--- src/rtl/video32bit_in_packer.sv ---
// video32bit_in_packer
// Write-side capture stage in front of the DDR frame buffer. It takes 32-bit
// pixels with VGA-style timing and packs each pixel pair into one 64-bit word.
// The first pixel of a pair goes in bits [63:32]. Once per frame it issues a
// write request that carries the base address and geometry. It also pulses
// req_end when the last line of the frame has been stored.
//
// Ports:
//   pclk, prst_n             pixel clock, asynchronous active-low reset
//   invsync                  vertical sync, high during vertical blanking
//   inhsync                  horizontal sync, unused (kept for port symmetry)
//   inde, indata             pixel valid strobe and 32-bit pixel
//   video_width/height       frame geometry, latched during vertical blanking
//   video_baseaddr           frame base address, latched during vertical blanking
//   sync_fifo_full           DDR write FIFO full (already in the pclk domain)
//   wr_req                   one-cycle frame write request
//   wr_data, wr_data_en      packed pixel pair and its write strobe
//   baseaddr                 latched base address
//   ddr_line_length          64-bit words per line = ceil(width/2)
//   ddr_col_length           latched line count
//   req_end                  one-cycle end-of-frame pulse
//   overflow                 sticky: a word was dropped because the FIFO was full
module video32bit_in_packer #(
  parameter int ADDR_BITS = 25
) (
  input  logic                 pclk,
  input  logic                 prst_n,
  input  logic                 invsync,
  input  logic                 inhsync,
  input  logic                 inde,
  input  logic [31:0]          indata,
  input  logic [23:0]          video_width,
  input  logic [11:0]          video_height,
  input  logic [ADDR_BITS-1:0] video_baseaddr,
  input  logic                 sync_fifo_full,
  output logic                 wr_req,
  output logic [63:0]          wr_data,
  output logic                 wr_data_en,
  output logic [ADDR_BITS-1:0] baseaddr,
  output logic [23:0]          ddr_line_length,
  output logic [11:0]          ddr_col_length,
  output logic                 req_end,
  output logic                 overflow
);

  typedef enum logic [2:0] {IDLE, FRAME, ACTIVE, FEND, DONE} state_t;

  state_t                 state_q, state_d;
  logic                   vs_d_q, vs_d_d;
  logic                   inde_d_q, inde_d_d;
  logic [23:0]            sync_width_q, sync_width_d;
  logic [11:0]            col_length_q, col_length_d;
  logic [ADDR_BITS-1:0]   baseaddr_q, baseaddr_d;
  logic                   cfg_seen_q, cfg_seen_d;
  logic [23:0]            line_length_q, line_length_d;
  logic [23:0]            pix_cnt_q, pix_cnt_d;
  logic [11:0]            line_cnt_q, line_cnt_d;
  logic                   half_q, half_d;
  logic [31:0]            hold_q, hold_d;
  logic                   fend_pend_q, fend_pend_d;
  logic [63:0]            wr_data_q, wr_data_d;
  logic                   wr_data_en_q, wr_data_en_d;
  logic                   overflow_q, overflow_d;

  logic                   vs_fall, vs_rise, line_end, pix_ok, last_line;
  logic                   word_due;
  logic [63:0]            word_val;
  logic                   unused_inputs;

  assign unused_inputs = inhsync;

  always_comb begin
    vs_fall   = vs_d_q & ~invsync;
    vs_rise   = ~vs_d_q & invsync;
    line_end  = inde_d_q & ~inde;
    pix_ok    = inde && (pix_cnt_q < sync_width_q);
    // A zero-width frame finishes on its first line end, whatever the height.
    last_line = (({1'b0, line_cnt_q} + 13'd1) >= {1'b0, col_length_q}) ||
                (sync_width_q == 24'd0);

    state_d       = state_q;
    vs_d_d        = invsync;
    inde_d_d      = inde;
    sync_width_d  = sync_width_q;
    col_length_d  = col_length_q;
    baseaddr_d    = baseaddr_q;
    cfg_seen_d    = cfg_seen_q;
    line_length_d = {1'b0, sync_width_q[23:1]} + {23'd0, sync_width_q[0]};
    pix_cnt_d     = pix_cnt_q;
    line_cnt_d    = line_cnt_q;
    half_d        = half_q;
    hold_d        = hold_q;
    fend_pend_d   = fend_pend_q;
    wr_data_d     = wr_data_q;
    wr_data_en_d  = 1'b0;
    overflow_d    = overflow_q;
    word_due      = 1'b0;
    word_val      = 64'd0;

    if (invsync) begin
      sync_width_d = video_width;
      col_length_d = video_height;
      baseaddr_d   = video_baseaddr;
      cfg_seen_d   = 1'b1;
    end

    case (state_q)
      IDLE: begin
        line_cnt_d  = 12'd0;
        pix_cnt_d   = 24'd0;
        half_d      = 1'b0;
        fend_pend_d = 1'b0;
        if (vs_fall) state_d = FRAME;
      end
      FRAME: begin
        line_cnt_d  = 12'd0;
        pix_cnt_d   = 24'd0;
        half_d      = 1'b0;
        fend_pend_d = 1'b0;
        state_d     = ACTIVE;
      end
      ACTIVE: begin
        // The pad word of the last line goes out first, then FEND.
        if (fend_pend_q) begin
          state_d = FEND;
        end else if (line_cnt_q >= col_length_q) begin
          state_d = FEND;
        end else if (line_end) begin
          line_cnt_d = line_cnt_q + 12'd1;
          pix_cnt_d  = 24'd0;
          half_d     = 1'b0;
          if (half_q) begin
            word_due = 1'b1;
            word_val = {hold_q, 32'd0};
          end
          if (last_line) begin
            if (half_q) fend_pend_d = 1'b1;
            else        state_d     = FEND;
          end
        end else if (pix_ok) begin
          pix_cnt_d = pix_cnt_q + 24'd1;
          if (!half_q) begin
            hold_d = indata;
            half_d = 1'b1;
          end else begin
            half_d   = 1'b0;
            word_due = 1'b1;
            word_val = {hold_q, indata};
          end
        end
      end
      FEND: begin
        fend_pend_d = 1'b0;
        state_d     = DONE;
      end
      DONE: begin
        state_d = DONE;
      end
      default: state_d = IDLE;
    endcase

    // Vertical blanking aborts any frame in progress and drops its partial word.
    if (vs_rise) begin
      state_d  = IDLE;
      word_due = 1'b0;
    end

    if (vs_fall) overflow_d = 1'b0;

    // No back-pressure on video: a word due while the FIFO is full is lost.
    if (word_due) begin
      if (sync_fifo_full) begin
        overflow_d = 1'b1;
      end else begin
        wr_data_en_d = 1'b1;
        wr_data_d    = word_val;
      end
    end
  end

  always_ff @(posedge pclk or negedge prst_n) begin
    if (!prst_n) begin
      state_q       <= IDLE;
      vs_d_q        <= 1'b0;
      inde_d_q      <= 1'b0;
      sync_width_q  <= 24'd0;
      col_length_q  <= 12'd0;
      baseaddr_q    <= '0;
      cfg_seen_q    <= 1'b0;
      line_length_q <= 24'd0;
      pix_cnt_q     <= 24'd0;
      line_cnt_q    <= 12'd0;
      half_q        <= 1'b0;
      hold_q        <= 32'd0;
      fend_pend_q   <= 1'b0;
      wr_data_q     <= 64'd0;
      wr_data_en_q  <= 1'b0;
      overflow_q    <= 1'b0;
    end else begin
      state_q       <= state_d;
      vs_d_q        <= vs_d_d;
      inde_d_q      <= inde_d_d;
      sync_width_q  <= sync_width_d;
      col_length_q  <= col_length_d;
      baseaddr_q    <= baseaddr_d;
      cfg_seen_q    <= cfg_seen_d;
      line_length_q <= line_length_d;
      pix_cnt_q     <= pix_cnt_d;
      line_cnt_q    <= line_cnt_d;
      half_q        <= half_d;
      hold_q        <= hold_d;
      fend_pend_q   <= fend_pend_d;
      wr_data_q     <= wr_data_d;
      wr_data_en_q  <= wr_data_en_d;
      overflow_q    <= overflow_d;
    end
  end

  // Until the first blanking period latches an address, the output follows the
  // input. This gives baseaddr = video_baseaddr while reset is asserted.
  assign baseaddr        = cfg_seen_q ? baseaddr_q : video_baseaddr;
  assign wr_req          = (state_q == FRAME);
  assign req_end         = (state_q == FEND);
  assign wr_data         = wr_data_q;
  assign wr_data_en      = wr_data_en_q;
  assign ddr_line_length = line_length_q;
  assign ddr_col_length  = col_length_q;
  assign overflow        = overflow_q;

endmodule

--- config.mk ---
export PLATFORM = sky130hd
export DESIGN_NAME = video32bit_in_packer
export DESIGN_NICKNAME = d
export VERILOG_FILES = /design/src/rtl/video32bit_in_packer.sv
export SDC_FILE = /design/constraint.sdc
export NUM_CORES = 1
export LEC_CHECK = 0
export CORE_MARGIN = 5
export CORE_UTILIZATION = 32
export CTS_BUF_LIST = sky130_fd_sc_hd__clkbuf_8 sky130_fd_sc_hd__clkbuf_16
export CTS_CLUSTER_DIAMETER = 60
export DETAILED_ROUTE_END_ITERATION = 10
export DONT_BUFFER_PORTS = 1
export PLACE_DENSITY_LB_ADDON = 0.05
export SYNTH_ARGS = -nofsm -noshare
export SYNTH_HDL_FRONTEND = slang
export SYNTH_SLANG_ARGS = --single-unit
--- constraint.sdc ---
create_clock -name pclk -period 2.4 [get_ports pclk]
set_input_delay 0.24 -clock pclk [delete_from_list [all_inputs] [get_ports pclk]]
set_output_delay 0.24 -clock pclk [all_outputs]
set_load 0.02 [all_outputs]
# Word level (Yosys, flattened, before mapping)
# Cells that the tools add are included.
# op_classes
addsub	4
n_lt_le_gt_ge	3
n_eq_ne	12
muxes	48
bitwise_logic	11
reduce_logical	14
# op_table
operator	count
$mux W64	7
$mux W24	4
$pmux W24 S2	1
$mux W12	3
$mux W25	1
$add A23 B1 Y24	1
$add A24 B1 Y24 const B	1
$logic_not A24 Y1	1
$lt A24 B24 Y1	1
$pmux W12 S2	1
$mux W1	21
$mux W3	7
$ne A5 B5 Y1 const B	3
$add A12 B1 Y13 const B	1
$ge A13 B12 Y1	1
$add A12 B1 Y12 const B	1
$ge A12 B12 Y1	1
$pmux W3 S4	1
$reduce_and A4 Y1	3
$not A1 Y1	8
$eq A3 B2 Y1 const B	2
$ne A2 B2 Y1 const B	3
$ne A3 B3 Y1 const B	2
$reduce_and A6 Y1	1
other kinds (11)	16
# word_totals
register_bits	227
input_bits	99
out_inout_bits	129
word_cells	108

# Depth between registers and ports, before layout
# logic_depth
depth_word	9
depth_mapped	11
depth_no_buf	11

# Worst setup path after synthesis
# Ideal clock, no wire load.
# synth_path
kind	reg2reg
from	reg col_length_q[2], in the netlist ddr_col_length[2]
to	reg hold_q[10]
t_arrival_ns	2.666
required_ns	2.275
setup_slack_ns	-0.391
stages_incl_launch_ff	12
path_buffers	2
cell_sequence	dfrtp_1 inv_1 ha_1 a211oi_1 o21ai_0 a2111oi_2 or2_1 buf_4 nand2_4 nor3_4 buf_6 mux2_2
# synth_between
elab_chain_len	3
# synth_lines
item	line_no	source
from (decl)	52	logic [11:0] col_length_q, col_length_d;
from (signal assigned)	204	col_length_q <= col_length_d;
$ge A12 B12 Y1	126	end else if (line_cnt_q >= col_length_q) begin
$not A1 Y1 (no source line)	n/a	
$reduce_and A6 Y1 (no source line)	n/a	
to (signal assigned)	211	hold_q <= hold_d;
to (decl)	59	logic [31:0] hold_q, hold_d;
# Every way passes these cells.
# A chain may end at the register's enable or synchronous reset.

# Final worst setup path
# layout_path
from	reg col_length_q[2], in the netlist ddr_col_length[2]
to	reg hold_q[0]
# Same word-level chain as after synthesis.

==> flow_summary.toml <==
[finish]
drive_gt1_share_pct = 34.9
nFillCells = 3095
syn_to_final_growth_pct = 44.2
final_nets = 1428
stdcell_area_mm2 = 0.0156
antenna_cells = 0

[global_routing]
grt_start_max_net_pins = 228
grt_pass1_wl_um = 51500
grt-ovfl-total = 0
grt_antenna_before_repair = 0
track_usage_pct = 16.8
grt_pass1_vias = 9128

[synth]
synthXorXnorAreaFrac_pct = 2.60
synthMuxAreaShare_pct = 8.76
synth_edf_count = 0
synth-compound-area-share_pct = 12.5
synthesis.area_mm2 = 0.0108
yosys.area_share.simple_pct = 13.4
synth.top_cells.by_count = "dfrtp_1, nand2_1, o21ai_0, mux2_2, ha_1"
synth_flop_cell = "dfrtp_1"
yosysSeqAreaShare_pct = 52.6
netlist.area_leader.share_pct = 52.6
yosysMostFrequentCell = "dfrtp_1"
synth_top_cell_by_area = "dfrtp_1"
synth_top_cells_by_area = "dfrtp_1, mux2_2, ha_1, nand2_1, o21ai_0"
syn_avg_cell_area_um2 = 10.7
synthCells = 1008
syn_nets = 1162
synth_top_family_by_area = "simple AND/OR/NAND/NOR gates"
synthAdderAreaFrac_pct = 6.38
synth_cell_type_count = 56
async_flop_share_pct = 100
yosys_warnings = 0
ys_ff_latch = 227

[sta]
worstMarginPinSlew_ns = 1.02
finalWorstSetupSlack_ns = -0.209
clock_skew_ns = 0.0106
final_max_slew_viol_count = 0
hold-worst-slack_ns = -0.613
fmax_mhz = 383
hold_viol = 227
layout_min_cycle_time_ns = 2.61
min_period_over_period_pct = 109
rsz0062_at_grt = "yes"
slew_headroom_pct = 31.9
setup_viol = 115

[power]
power_leakage_uw = 0.00706
peakVddDrop_uv = 649
powerDensity_mw_per_mm2 = 847

[outcome]
outcome = "complete, but fails checks"
violations = "hold timing, setup timing"

[worst_hold_path]
holdCritPathClass = "in -> async"

[drt]
via_per_inst = 4.84
vias = 8443
first_pass_iters = 7
drt.antenna.violating_nets = 0
drc_errors = 0
wl_per_cell_um = 18.8
wl_um = 32800
drt_iter0_markers = 321

[worst_setup_path]
critical_path_arrival_ns = 3.04
critPathLaunchType = "flip-flop"
critPathKind = "reg -> reg"
required_ns = 2.83
regToRegSetupSlack_ns = -0.21
cp-end-kind = "flip-flop"
cp_max_fo = 8

[floorplanning]
die_x_um = 194
fp.dieArea_mm2 = 0.0375
ioPinCount = 228
initial_core_util_pct = 32.3
core_region_area_mm2 = 0.0334
rows = 67
die_h_um = 194

[place]
place_area_mm2 = 0.0125
io_buffers = 0
pre_cts_ws_ns = -0.513
post-dp-hpwl_um = 20400
place_congestion = 0.787

[clock_tree]
root_buffer = "clkbuf_16"
clkLatencyLatePin_ns = 0.55
clkSinkCount = 227
clk_pin_slew_ns = 0.06
cts_max_level = 1
cts_tree = "built"
cts_buffers = 30
clockBufferDepth = 3

[job]
max_cap_viol_count = 0
==> layer usage <==
metal | up-vias | routed length (um) | global-route usage [%] | share of wire [%]
met1 | 4047 | 14900 | 22.3 | 45
met5 | - | 0 | 0 | 0
met4 | 0 | 772 | 4.14 | 2.4
met2 | 219 | 14900 | 27.4 | 45
li1 | 4124 | - | - | -
met3 | 53 | 2260 | 4.59 | 6.9
==> power breakdown <==
group | internal (uW) | switching [uW]
Clock | 3050 | 1790
Sequential | 4620 | 1040
Combinational | 1430 | 1240
Total | 9100 | 4080
==> cells by family (layout without fill, tap and decap cells) <==
family,Yosys count,in the layout
and+or+nand+nor,305,305
DFF,227,227
AOI/OAI and AO/OA,209,209
buffers and inverters,96,386
muxes,84,84
adders and majority gates,55,55
xor gates and xnor gates,32,32
==> placed cells by master (no fill, tap or decap), types with 10 or more instances in the layout <==
master / count
a21oi_1: 17
a22o_1: 33
and3_1: 15
buf_4: 150
buf_6: 12
clkbuf_16: 35
dfrtp_1: 216
dfrtp_2: 11
dlygate4sd3_1: 96
ha_1: 42
ha_4: 10
inv_1: 40
mux2_2: 72
mux2_4: 12
nand2_1: 130
nand2_2: 28
nand3_1: 31
nand4_1: 13
nor2_1: 19
nor3_1: 10
o21ai_0: 53
o21ai_1: 28
o21ai_2: 18
xnor2_1: 27
==> critical path: stages (launching register included) <==
cell       delay (ns)
dfrtp_2          0.41
inv_2            0.08
ha_4             0.20
a211oi_2         0.21
o21ai_2          0.12
a2111oi_4        0.31
or2_1            0.20
nand2_4          0.07
nor3_4           0.23
buf_6            0.17
clkbuf_16        0.16
mux2_2           0.33
==> area by class of cell <==
| type | count | area, um2 | share of cell area [%] |
|---|---|---|---|
| multi-input combinational | 685 | 5280 | 34.0 |
| clock buffer | 36 | 845 | 5.43 |
| tap | 448 | 561 | 3.60 |
| sequential | 227 | 5690 | 36.6 |
| clock inverter | 20 | 254 | 1.63 |
| inverter | 48 | 180 | 1.16 |
| timing repair buffer | 282 | 2750 | 17.6 |
==> timing repair <==
| action | 4_1_cts | 5_1_grt |
|---|---|---|
| hold buffers | 96 | 1 |
| gates cloned | 10 | 4 |
| resized for setup | 141 | 44 |
| setup endpoints to repair | 120 | 136 |
| pin swaps | 50 | 29 |
| endpoints found under the hold margin | 357 | 228 |
| setup buffers | 24 | 6 |
==> flip-flops by register name (all words and copies together), names as in the netlist <==
name,flops
baseaddr_q,25
cfg_seen_q,1
ddr_col_length,12
ddr_line_length,24
fend_pend_q,1
half_q,1
hold_q,32
inde_d_q,1
line_cnt_q,12
overflow,1
pix_cnt_q,24
state_q,3
sync_width_q,24
vs_d_q,1
wr_data,64
wr_data_en,1
==> worst paths after layout <==
check | start | endpoint | cells after the start
min in group pclk | invsync | state_q[1] | 2
min | prst_n | ddr_line_length[0] | 0
max in group asynchronous | prst_n | hold_q[14] | 0
min reg2reg | hold_q[21] | wr_data[53] | 1
max reg2reg | ddr_col_length[2] | hold_q[0] | 11
max | ddr_col_length[2] | hold_q[0] | 11
==> per-stage QoR <==
step | total power, uW | TNS (ns) | util, % | hold slack (ns) | cells
floorplan | 7080 | -6.31 | - | -0.0556 | 1008
global placement | 7960 | -30.15 | 37.3 | -0.0497 | 1555
detailed placement | 7980 | -35.12 | 37.3 | -0.0480 | 1555
CTS | 13300 | -16.40 | 45.8 | -0.644 | 1739
global route | 13900 | -32.18 | 46.5 | -0.645 | 1746
finish | 13200 | -15.87 | 46.5 | -0.613 | 1746
No activity file was read; power rests on OpenSTA's default activity.
==> RTL change 1 (same flow settings) <==
Take the reset off `wr_data_q` and load it in a clocked block of its own.
--- a/src/rtl/video32bit_in_packer.sv
+++ b/src/rtl/video32bit_in_packer.sv
@@ -195,3 +195,2 @@
       fend_pend_q   <= 1'b0;
-      wr_data_q     <= 64'd0;
       wr_data_en_q  <= 1'b0;
@@ -212,3 +211,2 @@
       fend_pend_q   <= fend_pend_d;
-      wr_data_q     <= wr_data_d;
       wr_data_en_q  <= wr_data_en_d;
@@ -216,2 +214,6 @@
     end
+  end
+
+  always_ff @(posedge pclk) begin
+    wr_data_q <= wr_data_d;
   end
Check against the original RTL: not settled (the Yosys comparison gave no result); the edit may change what the design does.
==> RTL change 1 against the original RTL <==
- routed wire length down 4.0%
- cell area up 1.1%
- total power down 7.3%
- the flow still finishes with violations (hold timing, setup timing)
- largest cell class unchanged
- sequential cell count unchanged
- core utilization up 0.26 points
- area after synthesis up 0.96%
- clock skew up 0.0038 ns
- critical endpoint is now hold_q[6]
- fmax down 8.0%
- worst setup slack worse by 0.23 ns
==> RTL change 1: results <==
{
  "synth-edff-count": 64,
  "syn_avg_cell_area_um2": 11.8,
  "cp_slowest_cell": "or4_4",
  "hold_viol_final": 163,
  "dr.pass1.iters": 4,
  "setup_ws_ns": -0.437,
  "ctsHoldBuffers": 97,
  "gr-usage-met1_pct": 21.9,
  "violations": "hold timing, setup timing",
  "synth-xor-area-share_pct": 2.49,
  "drt-initial-drc-count": 322,
  "leakage_nw": 6.60,
  "synth_compound_area_share_pct": 8.01,
  "synth_seq_area_share_pct": 55.1,
  "antenna_found_initial": 1,
  "cts-buffers-inserted": 31,
  "async_reset_ff_share_pct": 71.8,
  "met3_usage_pct": 2.94,
  "met2_usage_pct": 24.3,
  "gp_congestion": 0.756,
  "tightest_slew_ns": 0.584,
  "grt_max_degree": 164,
  "grtUsageTotal_pct": 15.3,
  "hpwl_um": 19800,
  "yosysUniqueCellTypes": 59,
  "synth.net_count": 1080,
  "placed_area_um2": 12700,
  "critical_path_arrival_ns": 3.27,
  "yosys-top-cells-area": "dfrtp_1, edfxtp_1, ha_1",
  "pre_cts_ws_ns": -0.483,
  "grt_first_pass_wirelength_um": 47800,
  "grt_pass1_vias": 8460,
  "cts-resized-gates": 43,
  "synth_adder_area_share_pct": 6.32,
  "finalSetupTns_ns": -54.41,
  "dp.cells": 1498,
  "wl_met1_um": 15100,
  "cts_setup_buffers": 10,
  "wl_met3_um": 1430,
  "finalClockSkew_ns": 0.0144,
  "wl_per_cell_um": 18.6,
  "fin_hold_ws_ns": -0.616,
  "drive_gt1_share_pct": 35.1,
  "setup_viol": 189,
  "synth_common_cells": "dfrtp_1, nand2_1, o21ai_0, and2_1, edfxtp_1",
  "ir_drop_uv": 660,
  "max_stage_delay_ns": 0.45,
  "cts_buffer_depth": 3,
  "p_switching_mw": 3.41,
  "outcome": "complete, but fails checks",
  "viasPerCell": 4.78,
  "fin_nets": 1373,
  "dr_wl_met2_um": 14500
}
==> RTL change 1: cell type report <==
| class | count | area [um2] |
|---|---|---|
| antenna | 1 | 2.50 |
| clock buffer | 35 | 831 |
| clock inverter | 22 | 223 |
| fill | 3129 | 17900 |
| inverter | 44 | 168 |
| multi-input combinational | 625 | 5180 |
| sequential | 227 | 6010 |
| tap | 448 | 561 |
| timing repair buffer | 290 | 2750 |
==> RTL change 1: worst paths after layout <==
check	depth (start not counted)	start	slack (ns)	end
worst max-delay path	12	sync_width_q[17]	-0.44	hold_q[6]
worst min-delay path	0	prst_n	-0.62	baseaddr_q[8]
worst max register to register	12	sync_width_q[17]	-0.44	hold_q[6]
worst min register to register	1	hold_q[5]	0.50	hold_q[5]
max in group asynchronous	0	prst_n	2.82	hold_q[4]
min in group pclk	3	inde	0.06	state_q[0]
==> RTL change 1: power groups by stage <==
stage	clock, mW	sequential, mW	combinational [mW]
floorplan	0	4.80	1.47
global placement	0	4.84	2.15
detailed placement	0	4.84	2.18
CTS	4.84	4.77	2.44
global route	5.01	4.83	2.99
finish	4.68	4.78	2.75
==> RTL change 1: worst max-delay path, delay by kind of cell, from the launching register on <==
kind | cells | cell delay, ns
fa+ha+maj | 1 | 0.20
compound gates | 2 | 0.48
buf+inv | 4 | 0.51
mux | 1 | 0.30
simple gates | 4 | 0.82
flops | 1 | 0.38
==> RTL change 1: logic make-up after synthesis <==
| group | Yosys count |
|---|---|
| xor gates and xnor gates | 31 |
| muxes | 89 |
| DFF | 227 |
| adders and majority gates | 55 |
| and+or+nand+nor | 304 |
| buffers and inverters | 79 |
| AOI/OAI and AO/OA | 141 |
==> RTL change 2 (config.mk and constraints unchanged) <==
Made on the original files. `ADDR_BITS`: 25 -> 50.
--- a/src/rtl/video32bit_in_packer.sv
+++ b/src/rtl/video32bit_in_packer.sv
@@ -23,3 +23,3 @@
 module video32bit_in_packer #(
-  parameter int ADDR_BITS = 25
+  parameter int ADDR_BITS = 50
 ) (
Ports: changed (resized baseaddr and video_baseaddr); port bits go from 228 to 278. The function was not compared with the original's and may differ.
==> RTL change 2 against the original RTL <==
- fmax down 6.2%
- via count up 5.6%
- total power rose by 21%
- cell area increased by 15%
- worst setup slack lost 0.17 ns
- largest cell class unchanged
- area after synthesis increased by 9.5%
- the flow still finishes with violations (hold timing, setup timing)
- routed wire length up 8.5%
- hold slack better by 0.023 ns
- sequential cell count grew 25
- clock power grew 18%
- cell count grew 4.6%
- die area is 9.0% higher
==> RTL change 2: results <==
{
  "grt_max_degree": 253,
  "ir_drop_uv": 467,
  "grt_pass1_vias": 9750,
  "timing.rr.start": "line_cnt_q[2]",
  "outcome": "complete, but fails checks",
  "finalClockSkew_ns": 0.0201,
  "hpwl_um": 22200,
  "tightest_slew_ns": 1.11,
  "leakage_nw": 8.21,
  "synth.net_count": 1187,
  "synth_common_cells": "dfrtp_1, mux2_2, nand2_1, o21ai_0, ha_1",
  "ff2ff_path_depth": 12,
  "cp_slowest_cell": "or4b_4",
  "yosys-top-cells-area": "dfrtp_1, mux2_2, ha_1",
  "drt-initial-drc-count": 310,
  "violations": "hold timing, setup timing",
  "wl_per_cell_um": 19.5,
  "dp.cells": 1589,
  "fillers": 3284,
  "fin_nets": 1510,
  "hold_viol_final": 252,
  "r2r_end": "wr_data[13]",
  "fin_hold_ws_ns": -0.590,
  "cts-buffers-inserted": 35,
  "setup_viol": 135,
  "crit_family": "simple AND/OR/NAND/NOR gates",
  "p_sw_share_pct": 30.6,
  "pre_cts_ws_ns": -0.429,
  "gp_congestion": 0.767,
  "grtUsageTotal_pct": 16.9,
  "yosysUniqueCellTypes": 54,
  "setup_ws_ns": -0.380,
  "grt_first_pass_wirelength_um": 55800,
  "synth_seq_area_share_pct": 53.4
}
-- RTL change 2: area by class of cell --
cell class,instances,share of cell area (%)
Inverter,46,0.968
Multi-Input combinational cell,669,34.7
Clock inverter,26,1.98
Timing Repair Buffer,327,18.5
Tap cell,468,3.28
Clock buffer,38,5.21
Sequential cell,252,35.4
-- RTL change 2: cells by family after synthesis --
kind of cell / share of synthesized area, %
xor gates and xnor gates: 2.82
DFF: 53.4
muxes: 15.7
AOI/OAI and AO/OA: 9.19
adders and majority gates: 5.82
and+or+nand+nor: 10.0
buffers and inverters: 3.02
-- RTL change 2: stage by stage --
step / TNS (ns) / power (mW) / instance area (um2) / util [%]
2_1_floorplan: -16.38 / 7.76 / 12000 / -
3_3_place_gp: -41.91 / 8.72 / 13600 / 37.2
3_5_place_dp: -43.00 / 8.75 / 13600 / 37.2
4_1_cts: -35.19 / 15.7 / 17000 / 46.6
5_1_grt: -48.48 / 16.8 / 17800 / 48.8
6_report: -36.17 / 15.9 / 17800 / 48.8
-- RTL change 2: layer usage --
| layer | part of all wire (%) | routed length, um | GRT usage [%] | vias up |
|---|---|---|---|---|
| met1 | 45 | 16000 | 22.4 | 4393 |
| met5 | 0 | 0 | 0 | - |
| met3 | 6.7 | 2390 | 5.45 | 49 |
| met2 | 46 | 16500 | 26.8 | 221 |
| met4 | 2.0 | 720 | 4.56 | 0 |
| li1 | - | - | - | 4253 |
-- RTL change 2: repair_timing --
item                                    CTS  global route
gates resized for setup                 126           148
setup buffers                            22            17
gates cloned                             11             6
endpoints found under the setup margin  135           137
hold endpoints to repair                407           252
pin swaps                                60            61
-- RTL change 2: worst max path at each step --
stage,cells after the start,to,from,slack [ns]
floorplan,11,wr_data[35],ddr_col_length[2],-0.24
global placement,11,wr_data[59],ddr_col_length[5],-0.42
detailed placement,10,wr_data[56],line_cnt_q[2],-0.43
CTS,13,wr_data[22],ddr_col_length[2],-0.36
global route,13,wr_data[14],ddr_col_length[2],-0.48
finish,12,wr_data[13],line_cnt_q[2],-0.38
-- RTL change 2: power groups by stage --
stage	registers [mW]	clock network, mW	logic, mW
final	6.30	5.70	3.95
after detailed placement	6.34	0	2.41
after CTS	6.30	5.92	3.44
after global routing	6.42	6.09	4.25
after floorplan	6.14	0	1.62
after global placement	6.34	0	2.37
-- RTL change 2: worst reg2reg max path, delay by kind of cell (launching register included) --
family	cells	cell delay, ns
buffers and inverters	3	0.41
AO/OA/AOI/OAI	4	0.62
flip-flops	1	0.43
AND/OR/NAND/NOR	4	1.02
adder cells (fa/ha/maj)	1	0.25
